## config.mk

```make
export PLATFORM = sky130hd
export DESIGN_NAME = capp_sequencer
export DESIGN_NICKNAME = d
export VERILOG_FILES = /design/src/rtl/capp_sequencer.sv
export SDC_FILE = /design/constraint.sdc
export NUM_CORES = 1
export LEC_CHECK = 0
export ABC_AREA = 1
export CORE_AREA = 4 4 165 167
export DETAILED_ROUTE_END_ITERATION = 7
export DIE_AREA = 0 0 169 171
export GPL_TIMING_DRIVEN = 1
export PLACE_DENSITY = 0.74
export RECOVER_POWER = 100
export SLEW_MARGIN = 20
export SYNTH_ARGS = -nofsm -noshare
export SYNTH_HDL_FRONTEND = slang
export SYNTH_SLANG_ARGS = --single-unit
```

## constraint.sdc

```tcl
create_clock -name clk -period 1.8 [get_ports clk]
set_input_delay 0.54 -clock clk [delete_from_list [all_inputs] [get_ports clk]]
set_output_delay 0.54 -clock clk [all_outputs]
set_load 0.02 [all_outputs]
```

## src/rtl/capp_sequencer.sv

```systemverilog
// capp_sequencer -- command sequencer for the content-addressable cell array.
//
// Accepts one command at a time (SEARCH / WRITE / SEARCH_WRITE / READ) and
// walks IDLE -> SETTLE -> CAPTURE -> WRITE -> RESP as the op requires. It
// drives the dual-rail match and write lines, samples the tag and read lines,
// and holds a registered response until it is accepted.
//
// Ports:
//   clk, rst_n                   clock, async active-low reset
//   cmd_valid/cmd_ready/cmd_*    command handshake, op, search key/mask,
//                                write data/mask
//   resp_valid/resp_ready/resp_* response handshake, any flag, lowest tagged
//                                index, read data
//   match_lines, write_lines     dual-rail drive to the array (2 lines/bit)
//   tag_lines, read_lines        per-word tags and wired-OR read data
//
// Optional: `define CAPP_RESP_COUNT_EN adds resp_count, the population count
// of tag_lines taken in CAPTURE. The popcount is single-cycle, so latencies
// are unchanged when the feature is enabled.

// Per-bit dual-rail encoder: one instance per word bit.
module capp_bit_enc (
  input  logic       comparand,
  input  logic       smask,
  input  logic       wdata,
  input  logic       wmask,
  output logic [1:0] match_pair,
  output logic [1:0] write_pair
);
  assign match_pair = {smask & comparand, smask & ~comparand};
  assign write_pair = {wmask & ~wdata, wmask & wdata};
endmodule

module capp_sequencer #(
  parameter int WORD_W        = 32,
  parameter int NUM_WORDS     = 100,
  parameter int SETTLE_CYCLES = 2,
  parameter int WRITE_CYCLES  = 1,
  parameter int IDX_W         = $clog2(NUM_WORDS)
) (
  input  logic                   clk,
  input  logic                   rst_n,
  input  logic                   cmd_valid,
  output logic                   cmd_ready,
  input  logic [1:0]             cmd_op,
  input  logic [WORD_W-1:0]      cmd_comparand,
  input  logic [WORD_W-1:0]      cmd_smask,
  input  logic [WORD_W-1:0]      cmd_wdata,
  input  logic [WORD_W-1:0]      cmd_wmask,
  output logic                   resp_valid,
  input  logic                   resp_ready,
  output logic                   resp_any,
  output logic [IDX_W-1:0]       resp_first_idx,
  output logic [WORD_W-1:0]      resp_rdata,
`ifdef CAPP_RESP_COUNT_EN
  output logic [$clog2(NUM_WORDS+1)-1:0] resp_count,
`endif
  output logic [2*WORD_W-1:0]    match_lines,
  output logic [2*WORD_W-1:0]    write_lines,
  input  logic [NUM_WORDS-1:0]   tag_lines,
  input  logic [WORD_W-1:0]      read_lines
);

  localparam logic [1:0] OP_SEARCH = 2'd0;
  localparam logic [1:0] OP_WRITE  = 2'd1;
  localparam logic [1:0] OP_SW     = 2'd2;
  localparam logic [1:0] OP_READ   = 2'd3;

  localparam logic [2:0] S_IDLE    = 3'd0;
  localparam logic [2:0] S_SETTLE  = 3'd1;
  localparam logic [2:0] S_CAPTURE = 3'd2;
  localparam logic [2:0] S_WRITE   = 3'd3;
  localparam logic [2:0] S_RESP    = 3'd4;

  localparam int MAXC  = (SETTLE_CYCLES > WRITE_CYCLES) ? SETTLE_CYCLES : WRITE_CYCLES;
  localparam int CW    = (MAXC > 1) ? $clog2(MAXC) : 1;
  localparam int CNT_W = $clog2(NUM_WORDS+1);

  logic [2:0]          state;
  logic [CW-1:0]       cnt;
  logic [1:0]          op_q;
  logic [2*WORD_W-1:0] wenc_q;
  logic [2*WORD_W-1:0] match_nxt, write_nxt;

  genvar j;
  generate
    for (j = 0; j < WORD_W; j++) begin : g_enc
      capp_bit_enc u_enc (
        .comparand  (cmd_comparand[j]),
        .smask      (cmd_smask[j]),
        .wdata      (cmd_wdata[j]),
        .wmask      (cmd_wmask[j]),
        .match_pair (match_nxt[2*j +: 2]),
        .write_pair (write_nxt[2*j +: 2])
      );
    end
  endgenerate

  // Tag reduction: any, lowest set index (last assignment wins), popcount.
  logic             tag_any;
  logic [IDX_W-1:0] first_idx;
  logic [CNT_W-1:0] pop;
  assign tag_any = |tag_lines;
  always_comb begin
    first_idx = '0;
    pop       = '0;
    for (int i = NUM_WORDS-1; i >= 0; i--) begin
      if (tag_lines[i]) first_idx = IDX_W'(i);
      pop = pop + CNT_W'(tag_lines[i]);
    end
  end

  assign cmd_ready  = (state == S_IDLE);
  assign resp_valid = (state == S_RESP);
  // Write drive is gated by state, so reset or leaving WRITE kills it at once.
  assign write_lines = (state == S_WRITE) ? wenc_q : '0;

  logic settle_done, write_done;
  assign settle_done = (cnt == CW'(SETTLE_CYCLES-1));
  assign write_done  = (cnt == CW'(WRITE_CYCLES-1));

`ifndef CAPP_RESP_COUNT_EN
  logic unused_pop;
  assign unused_pop = ^pop;
`endif

  always_ff @(posedge clk or negedge rst_n) begin
    if (!rst_n) begin
      state          <= S_IDLE;
      cnt            <= '0;
      op_q           <= OP_SEARCH;
      wenc_q         <= '0;
      match_lines    <= '0;
      resp_any       <= 1'b0;
      resp_first_idx <= '0;
      resp_rdata     <= '0;
`ifdef CAPP_RESP_COUNT_EN
      resp_count     <= '0;
`endif
    end else begin
      case (state)
        S_IDLE: if (cmd_valid) begin
          op_q   <= cmd_op;
          wenc_q <= write_nxt;
          cnt    <= '0;
          // WRITE and READ reuse the match lines of the last search.
          if (cmd_op == OP_SEARCH || cmd_op == OP_SW) match_lines <= match_nxt;
          state  <= (cmd_op == OP_WRITE) ? S_WRITE : S_SETTLE;
        end
        S_SETTLE: begin
          if (settle_done) begin
            cnt   <= '0;
            state <= S_CAPTURE;
          end else cnt <= cnt + CW'(1);
        end
        S_CAPTURE: begin
          resp_any       <= tag_any;
          resp_first_idx <= first_idx;
          resp_rdata     <= (op_q == OP_READ) ? read_lines : '0;
`ifdef CAPP_RESP_COUNT_EN
          resp_count     <= pop;
`endif
          cnt   <= '0;
          state <= (op_q == OP_SW) ? S_WRITE : S_RESP;
        end
        S_WRITE: begin
          if (write_done) begin
            // A plain WRITE has no CAPTURE; it reports tags seen while writing.
            if (op_q == OP_WRITE) begin
              resp_any       <= tag_any;
              resp_first_idx <= first_idx;
              resp_rdata     <= '0;
`ifdef CAPP_RESP_COUNT_EN
              resp_count     <= pop;
`endif
            end
            cnt   <= '0;
            state <= S_RESP;
          end else cnt <= cnt + CW'(1);
        end
        S_RESP: if (resp_ready) state <= S_IDLE;
        default: state <= S_IDLE;
      endcase
    end
  end

endmodule

```

; ---- Word level (Yosys, flattened, before mapping)
; Cells that the tools add are included.
[word_totals]
out_inout_bits = 170
regBits = 174
inputBits = 266
[classes]
n_mux = 122
n_bitwise = 192
n_addsub = 1
n_eq_ne = 14
reduce_logical = 11
[ops]
columns = op, count
row1 = 7-bit two-way mux, 102
row2 = 1-bit bitwise AND, 128
row3 = 100-bit OR reduction, 1
row4 = 32-bit two-way mux, 3
row5 = 64-bit two-way mux, 1
row6 = 1-bit inverter, 64
row7 = 32-bit case mux with 2 select lines, 1
row8 = 3-bit two-way mux, 5
row9 = 3-bit case mux with 5 select lines, 1
row10 = 7-bit case mux with 2 select lines, 1
row11 = "2-bit == test, second input constant", 3
row12 = "3-bit by 2-bit == test with 1-bit output, second input constant", 2
row13 = "2-bit != test, second input constant", 3
row14 = 3-bit AND reduction, 2
row15 = 1-bit two-way mux, 5
row16 = "2-bit by 1-bit == test with 1-bit output, second input constant", 2
row17 = "2-bit by 1-bit != test with 1-bit output, second input constant", 2
row18 = 1-bit case mux with 4 select lines, 1
row19 = 2-bit AND reduction, 2
row20 = 4-bit AND reduction, 1
row21 = 4-bit nonzero test, 1
row22 = "3-bit by 1-bit == test with 1-bit output, second input constant", 1
row23 = "3-bit == test, second input constant", 1
row24 = 3-bit logical NOT, 1
row25 = other kinds (6), 6

; ---- Depth between registers and ports, before layout
; Gate-level depths: netlist (run 1).
[logic_depth]
depth_word = 103
depth_mapped = 101
ltp_nobuf = 101

; ---- Modules after synthesis
; Synthesis (run 1) repeated with hierarchy kept, for this count alone.
[hier_totals]
hier_cells = 1254
hier_area_um2 = 9435.3
[by_module_without_submodules]
columns = module, n_inst, area_per_inst_um2, cells_per_inst
row1 = capp_sequencer, 1, 8314.2, 998
row2 = capp_bit_enc, 32, 35.0, 8

; ---- Worst setup path before layout (run 1)
; Ideal clock, no wire load.
[synth_path]
path_kind = input -> register
from = input port tag_lines[98]
to = register resp_first_idx[0]
arrival_ns = 4.718
required_ns = 1.684
stages = 101
n_path_buf = 0
path_slack_ns = -3.035
path_cell_list = inv_1 > nand2_1 > nand2_1 > nand2_1 > nand2_1 > nand2_1 > nand2_1 > nand2_1 > nand2_1 > nand2_1 > nand2_1 > nand2_1 > nand2_1 > nand2_1 > nand2_1 > nand2_1 > nand2_1 > nand2_1 > (+65 left out) > nand2_1 > nand2_1 > nand2_1 > nand2_1 > nand2_1 > nand2_1 > nand2_1 > nand2_1 > nand2_1 > nand2_1 > nand2_1 > nand2_1 > nand2_1 > nand2_1 > nand2_1 > nand2_1 > nand2_1 > nand2_1
[synth_via]
elab_chain_len = 102
[synth_rtl]
columns = item, line
row1 = "start, declared", 60  ; input logic [NUM_WORDS-1:0] tag_lines,
row2 = 7-bit two-way mux (*) (99 in a row), 108  ; if (tag_lines[i]) first_idx = IDX_W'(i);
row3 = 7-bit two-way mux, 169  ; if (op_q == OP_WRITE) begin
row4 = 7-bit two-way mux, 167  ; if (write_done) begin
row5 = 7-bit case mux with 2 select lines (*), 141  ; case (state)
row6 = "end signal, assigned", 158  ; resp_first_idx <= first_idx;
row7 = "end signal, assigned", 171  ; resp_first_idx <= first_idx;
row8 = "end, declared", 53  ; output logic [IDX_W-1:0] resp_first_idx,
; Every way passes the cells marked *; elsewhere a longest branch is shown, timed or not. The select of a mux whose other input is x is not followed.
; A chain may end at the register's enable or synchronous reset.

; ---- Worst setup path after layout (run 1)
; Ends and elaborated chain as after synthesis.

==> results.tsv, run 1 <==
stage	metric	value	unit
layout	Area growth, synth to finish	86.6	%
timing	final worst path period need	5100	ps
die	y dimension of the die	171	µm
critical_path	data arrival at the endpoint of the critical path	5410	ps
cts	number of CTS-inserted buffers	17	
hold_path	classification of the worst-slack hold path	flip-flop to flip-flop	
synthesis	syn nets	1466	
synthesis	Syn. warnings	0	
layout	final-layout fill cell count	2125	
layout	share of final-layout standard cells stronger than drive strength 1	25.7	%
status	outcome	finished, violations left	
die	starting utilization of the core area	35.5	%
critical_path	slowest cell on the critical path	sky130_fd_sc_hd__buf_6	
global_route	number of global-route vias before repair	10600	
timing	tightest hold margin	472	ps
pwr	pwr dens	1140	nW/µm²
timing	Final Hold Viols	0	
routing	routed wirelength normalized by instance count	17.1	µm
timing	max-slew headroom at the worst pin	46.0	%
critical_path	WS Path Type	input pin to flip-flop	
cts	number of sinks handled by clock tree synthesis	174	
critical_path	maximum cell stage delay along the critical path	80	ps
timing	setup ws final	-3300	ps
timing	number of setup violations in the final report	139	
die	Horiz. Die Dim	169	µm
global_route	initial antenna violation count	0	
die	number of primary I/O pins	436	
placed_design	gp weighted congestion	0.847	
routing	DRC marker count from the first detailed-route iteration	593	
synthesis	area of the mapped netlist	9150	µm²
placed_design	number of instances in the placed design	2021	
timing	unrepaired setup endpoints after global routing	yes	
synthesis	proportion of synthesized chip area in sequential cells	47.6	%
placed_design	Detail Placement HPWL	25300	µm
global_route	pin count of the biggest net entering global routing	72	
synthesis	number of flip-flops and latches in the synthesized netlist	174	
critical_path	CP endpoint kind	flip-flop	
critical_path	largest driver fanout on the critical path	2	
cts	clock tree from TritonCTS	yes	
layout	Final Non-Filler Cells	2132	
layout	final core area utilization	66.3	%
routing	wirelength, routed	36500	µm
die	count of standard-cell rows	59	
cts	worst-skew pair later-pin latency	430	ps
critical_path	most frequent CP cell	sky130_fd_sc_hd__nand2_1	
routing	number of detailed-routing iterations run before antenna repair	5	
cts	clock tree root buffer cell	sky130_fd_sc_hd__clkbuf_16	
global_route	Total Routing Usage GR	23.9	%
timing	Setup Skew	18.2	ps
timing	final-report max-slew violation count	0	
layout	net count reported at finish	2051	
cts	clock transition time at the flip-flop clock pins of the worst setup and hold paths	70	ps
pwr	Leak Pwr	0.00845	µW
pwr	post-route total power	19500	µW
synthesis	Avg Cell Area, Syn	7.62	µm²
timing	achievable clock frequency	196	MHz
timing	Slew @ Worst Pin	811	ps
routing	DR vias/cell	4.81	
die	DIE AREA	28900	µm²
global_route	wire length of the first global-routing pass	54900	µm
routing	DRC viols	0	
die	core box area	25800	µm²
layout	# diodes	0	
synthesis	Post-Syn Instances	1200	
routing	antenna violation net count after detailed routing	0	
cts	worst-case clock buffer depth	2	
timing	part of the cycle the worst path needs	283	%
critical_path	Critical Path Start Type	input pin	
global_route	global route overflow	0	
cts	H-Tree Depth	4	
synthesis	distinct cell type count of the synthesized netlist	22	
run	Maximum Capacitance Violations	0	
placed_design	number of port buffers	435	
status	violations in the final reports	setup timing	
critical_path	WP data required	2110	ps
routing	total vias in the final route	10200	
pwr	maximum vdd ir drop	0.000960	V
metrics by stage:
step	cell area [µm²]	setup WS (ps)	setup TNS [ps]
after floorplan	9680	-3030	-5520
after global placement	15100	-3990	-47580
after detailed placement	15100	-4110	-51130
after CTS	16800	-3280	-42990
after global routing	17100	-4260	-57930
final	17100	-3300	-38450
where the power goes:
| group | switching [µW] | internal [µW] | total [µW] |
|---|---|---|---|
| logic | 5460 | 4210 | 9670 |
| registers | 657 | 5360 | 6020 |
| clock network | 1810 | 1990 | 3800 |
| total | 7930 | 11600 | 19500 |
what timing repair did:
action	in CTS	in global routing
gates resized for setup	664	132
endpoints found under the hold margin	19	0
endpoints found under the setup margin	180	208
hold buffers	1	0
buffers inserted	52	31
gates cloned	10	1
pin swaps	45	36
synth_stat cells:
cell	number	share of area [%]
sky130_fd_sc_hd__a311oi_1	1	0.096
sky130_fd_sc_hd__o41ai_1	1	0.096
sky130_fd_sc_hd__nor3_1	3	0.16
sky130_fd_sc_hd__o31ai_1	4	0.33
sky130_fd_sc_hd__a31oi_1	4	0.27
sky130_fd_sc_hd__a21oi_1	7	0.38
sky130_fd_sc_hd__o21ai_0	169	9.2
sky130_fd_sc_hd__clkbuf_1	44	1.8
sky130_fd_sc_hd__inv_2	6	0.25
sky130_fd_sc_hd__buf_1	7	0.29
sky130_fd_sc_hd__nand3_1	67	3.7
sky130_fd_sc_hd__nor4_1	2	0.14
sky130_fd_sc_hd__nand2_1	323	13
sky130_fd_sc_hd__inv_1	147	6.0
sky130_fd_sc_hd__buf_6	1	0.12
sky130_fd_sc_hd__nor2_1	147	6.0
sky130_fd_sc_hd__a21o_1	1	0.082
sky130_fd_sc_hd__clkinv_2	1	0.055
sky130_fd_sc_hd__dfrtp_1	174	48
sky130_fd_sc_hd__bufinv_8	24	4.6
sky130_fd_sc_hd__nand3b_1	65	5.3
sky130_fd_sc_hd__o21bai_1	2	0.16
final timing paths:
check                                         startpoint                            end  slack (ps)  depth (start not counted)
setup reg to reg                    state[0]$_DFFE_PN0P_  resp_first_idx[6]$_DFFE_PN0P_        -190                         12
max in group asynchronous                          rst_n         wenc_q[60]$_DFFE_PN0P_         150                          3
hold / removal             resp_first_idx[0]$_DFFE_PN0P_  resp_first_idx[0]$_DFFE_PN0P_         470                          2
min in group asynchronous                          rst_n    match_lines[30]$_DFFE_PN0P_         770                          2
setup / recovery                           tag_lines[98]  resp_first_idx[0]$_DFFE_PN0P_       -3300                        102
hold reg to reg            resp_first_idx[0]$_DFFE_PN0P_  resp_first_idx[0]$_DFFE_PN0P_         470                          2
final cells by class:
| type | instances | area (µm²) | share of cell area (%) |
|---|---|---|---|
| clock buffers | 17 | 425 | 2.49 |
| clock inverters | 14 | 173 | 1.01 |
| inverters | 178 | 1000 | 5.86 |
| multi-input cells | 796 | 4420 | 25.9 |
| flip-flops and latches | 174 | 4350 | 25.5 |
| well taps | 335 | 419 | 2.46 |
| repair buffers | 618 | 6280 | 36.8 |
metal layers:
metal	track usage, %	vias up	routed length, µm
met4	11.0	0	1680
met5	0	-	0
met2	43.0	384	18800
li1	-	4941	-
met3	5.91	103	2460
met1	26.8	4817	13600
layout by cell type, fill, tap and decap left out, types with 12 or more instances in the layout:
master / count
sky130_fd_sc_hd__nand2_1: 313
sky130_fd_sc_hd__clkdlybuf4s50_1: 225
sky130_fd_sc_hd__dfrtp_1: 174
sky130_fd_sc_hd__inv_1: 142
sky130_fd_sc_hd__o21ai_0: 129
sky130_fd_sc_hd__buf_6: 122
sky130_fd_sc_hd__dlygate4sd2_1: 112
sky130_fd_sc_hd__buf_4: 94
sky130_fd_sc_hd__nor2_4: 80
sky130_fd_sc_hd__nand3b_1: 65
sky130_fd_sc_hd__nand3_1: 64
sky130_fd_sc_hd__nor2_1: 41
sky130_fd_sc_hd__o21ai_1: 39
sky130_fd_sc_hd__nor2_2: 26
sky130_fd_sc_hd__bufinv_8: 23
sky130_fd_sc_hd__clkbuf_16: 18
sky130_fd_sc_hd__buf_8: 13
sky130_fd_sc_hd__dlymetal6s2s_1: 12
state kept, by name, summed over array words and instances (netlist names):
name and flops:
resp_rdata 32, wenc_q 64, op_q 2, state 3, cnt 1, match_lines 64
resp_first_idx 7, resp_any 1
logic make-up after synthesis:
logic type / share of synthesized area [%]
compound gates: 10.7
buf+inv: 13.1
flops: 47.6
simple gates: 28.6
critical path, delay by kind of cell:
kind | cells | cell delay [ps]
buffers and inverters | 2 | 120
and+or+nand+nor | 100 | 4770
Note: power is estimated with default switching activity, not from simulation.
==> run 2: changes to the inputs <==
==> constraint.sdc (replaced) <==
create_clock -name clk -period 4.5 [get_ports clk]
set_input_delay 0.9 -clock clk [delete_from_list [all_inputs] [get_ports clk]]
set_output_delay 0.9 -clock clk [all_outputs]
set_load 0.02 [all_outputs]
==> results.tsv, run 2 (same netlist as run 1, synthesis figures left out) <==
stage	metric	value	unit
critical_path	cell depth of the worst flop-to-flop path	7	
critical_path	total stage count of the critical path	96	
layout	final core area utilization	56.0	%
hold_path	worst hold path cell count	2	
timing	setup_tns	-1100	ps
timing	part of the cycle the worst path needs	124	%
routing	wirelength, routed	30700	µm
layout	Layout Cell Area excl Fill	14400	µm²
critical_path	worst flop-to-flop path startpoint	state[2]$_DFFE_PN0P_	
timing	max-slew headroom at the worst pin	-77.9	%
pwr	portion of total power attributed to combinational logic	42.0	%
routing	number of detailed-routing iterations run before antenna repair	6	
die	count of standard-cell rows	59	
cts	number of sinks handled by clock tree synthesis	174	
run	Maximum Capacitance Violations	5	
status	violations in the final reports	capacitance limit, slew limit, setup timing	
layout	leading cell types in the layout, fill and taps excluded	sky130_fd_sc_hd__nand2_1 (322), sky130_fd_sc_hd__clkdlybuf4s50_1 (258), sky130_fd_sc_hd__dfrtp_1 (174), sky130_fd_sc_hd__o21ai_0 (169), sky130_fd_sc_hd__dlygate4sd3_1 (169)	
pwr	proportion of power drawn by flip-flops and latches	35.4	%
critical_path	Critical Path Start Type	input pin	
critical_path	largest driver fanout on the critical path	2	
routing	DRC marker count from the first detailed-route iteration	482	
die	core box area	25800	µm²
global_route	pin count of the biggest net entering global routing	129	
layout	top flop regs	match_lines x64, wenc_q x64, resp_rdata x32	
critical_path	data arrival at the endpoint of the critical path	5900	ps
timing	number of setup violations in the final report	1	
critical_path	WS Path Type	input pin to flip-flop	
die	DIE AREA	28900	µm²
pwr	share of power burned in the clock network	22.7	%
timing	Setup Skew	19.3	ps
timing	achievable clock frequency	179	MHz
global_route	initial antenna violation count	3	
pwr	switching part of the total power	39.5	%
global_route	global route overflow	0	
critical_path	slowest cell on the critical path	sky130_fd_sc_hd__clkdlybuf4s50_1	
layout	most common cell after layout, fill and taps aside	sky130_fd_sc_hd__nand2_1	
hold_path	classification of the worst-slack hold path	flip-flop to flip-flop	
status	outcome	finished, violations left	
critical_path	CP top delay family	simple AND/OR/NAND/NOR gates	
cts	worst-case clock buffer depth	2	
pwr	pwr dens	470	nW/µm²
global_route	wire length of the first global-routing pass	48700	µm
critical_path	maximum cell stage delay along the critical path	450	ps
die	number of primary I/O pins	436	
cts	worst-skew pair later-pin latency	430	ps
timing	final worst path period need	5600	ps
critical_path	Crit path buffers/inverters	2	
timing	Slew @ Worst Pin	2670	ps
placed_design	Detail Placement HPWL	24100	µm
timing	final-report max-slew violation count	381	
global_route	Total Routing Usage GR	21.0	%
layout	final-layout fill cell count	2352	
layout	net count reported at finish	1883	
die	Horiz. Die Dim	169	µm
routing	DRC viols	0	
cts	number of CTS-inserted buffers	17	
placed_design	gp weighted congestion	0.849	
cts	H-Tree Depth	4	
routing	antenna violation net count after detailed routing	0	
layout	share of final-layout standard cells stronger than drive strength 1	4.72	%
routing	total vias in the final route	9195	
die	starting utilization of the core area	35.5	%
hold_path	Worst Hold Path EP	resp_first_idx[3]$_DFFE_PN0P_	
cts	clock tree from TritonCTS	yes	
routing	routed wirelength normalized by instance count	15.6	µm
critical_path	Reg2Reg Capture Point	match_lines[0]$_DFFE_PN0P_	
layout	Area growth, synth to finish	57.7	%
hold_path	source of the worst hold timing path	resp_first_idx[3]$_DFFE_PN0P_	
placed_design	number of port buffers	435	
timing	setup ws final	-1100	ps
cts	buffer count from post-CTS setup fixing	0	
placed_design	instance area at placement	13900	µm²
timing	Final Hold Viols	0	
timing	unrepaired setup endpoints after global routing	yes	
critical_path	WP data required	4800	ps
pwr	internal power summed over all cells	4110	µW
cts	number of buffers inserted for hold repair after clock tree synthesis	0	
critical_path	CP endpoint kind	flip-flop	
pwr	maximum vdd ir drop	0.000333	V
critical_path	most frequent CP cell	sky130_fd_sc_hd__nand2_1	
critical_path	register-to-register setup slack	1390	ps
die	y dimension of the die	171	µm
timing	tightest hold margin	479	ps
pwr	Sw Pwr	2680	µW
cts	clock transition time at the flip-flop clock pins of the worst setup and hold paths	60	ps
global_route	number of global-route vias before repair	9431	
pwr	Leak Pwr	0.00712	µW
routing	DR vias/cell	4.67	
cts	clock tree root buffer cell	sky130_fd_sc_hd__clkbuf_16	
## run 2: changes by cell type in the layout (fill, tap and decap cells not counted), sizes merged
cell and delta:
buf -248, dlygate4sd2 -106, clkinvlp -2, clkdlybuf4s15 -5, clkinv +1, dlygate4sd3 +168
clkdlybuf4s50 +33, bufinv +1, diode +2, dlymetal6s2s -12, clkbuf +3
## run 2: final cells by class
class	count	area [µm²]	share of cell area (%)
diodes	2	5.00	0.0347
clock buffers	18	429	2.97
clock inverters	14	183	1.27
inverters	178	1000	6.93
multi-input cells	796	3600	25.0
flip-flops and latches	174	4350	30.2
well taps	335	419	2.91
repair buffers	450	4430	30.7
## run 2: per-stage QoR
stage	worst slack (ps)	total power, µW	std cells
finish	-1100	6780	1967
global route	-2070	7280	1967
CTS	-1110	7050	1965
detailed placement	-1720	5470	1933
global placement	-1670	5420	1933
floorplan	-695	3940	1200
## run 2: timing repair
action	CTS	global route
resized for setup	6	0
endpoints found under the setup margin	1	2
pin swaps	0	1
## run 2: worst max-delay path by stage
stage                  startpoint                       endpoint  slack, ps
detailed placement  tag_lines[98]  resp_first_idx[0]$_DFFE_PN0P_      -1720
finish              tag_lines[92]  resp_first_idx[0]$_DFFE_PN0P_      -1100
global placement    tag_lines[98]  resp_first_idx[0]$_DFFE_PN0P_      -1670
global route        tag_lines[92]  resp_first_idx[0]$_DFFE_PN0P_      -2070
CTS                 tag_lines[92]  resp_first_idx[0]$_DFFE_PN0P_      -1110
floorplan           tag_lines[98]  resp_first_idx[0]$_DFFE_PN0P_       -690
## run 2: power by group through the flow
stage | sequential (µW) | combinational [µW] | clock (µW)
2_1_floorplan | 2840 | 1100 | 0
3_3_place_gp | 2410 | 3010 | 0
3_5_place_dp | 2430 | 3040 | 0
4_1_cts | 2420 | 3050 | 1590
5_1_grt | 2470 | 3160 | 1650
6_report | 2400 | 2850 | 1540
## run 2: layer usage
metal / routed length [µm] / up-vias / GRT usage [%]
li1: - / 4589 / -
met1: 12200 / 4220 / 25.1
met2: 15100 / 327 / 35.5
met3: 2470 / 57 / 6.54
met4: 1010 / 2 / 8.26
met5: 7 / - / 0
## run 2: worst min-delay path, cell delays in order (launching register included)
cell and delay, ps:
sky130_fd_sc_hd__dfrtp_1 340, sky130_fd_sc_hd__nand2_1 50, sky130_fd_sc_hd__o21ai_0 60
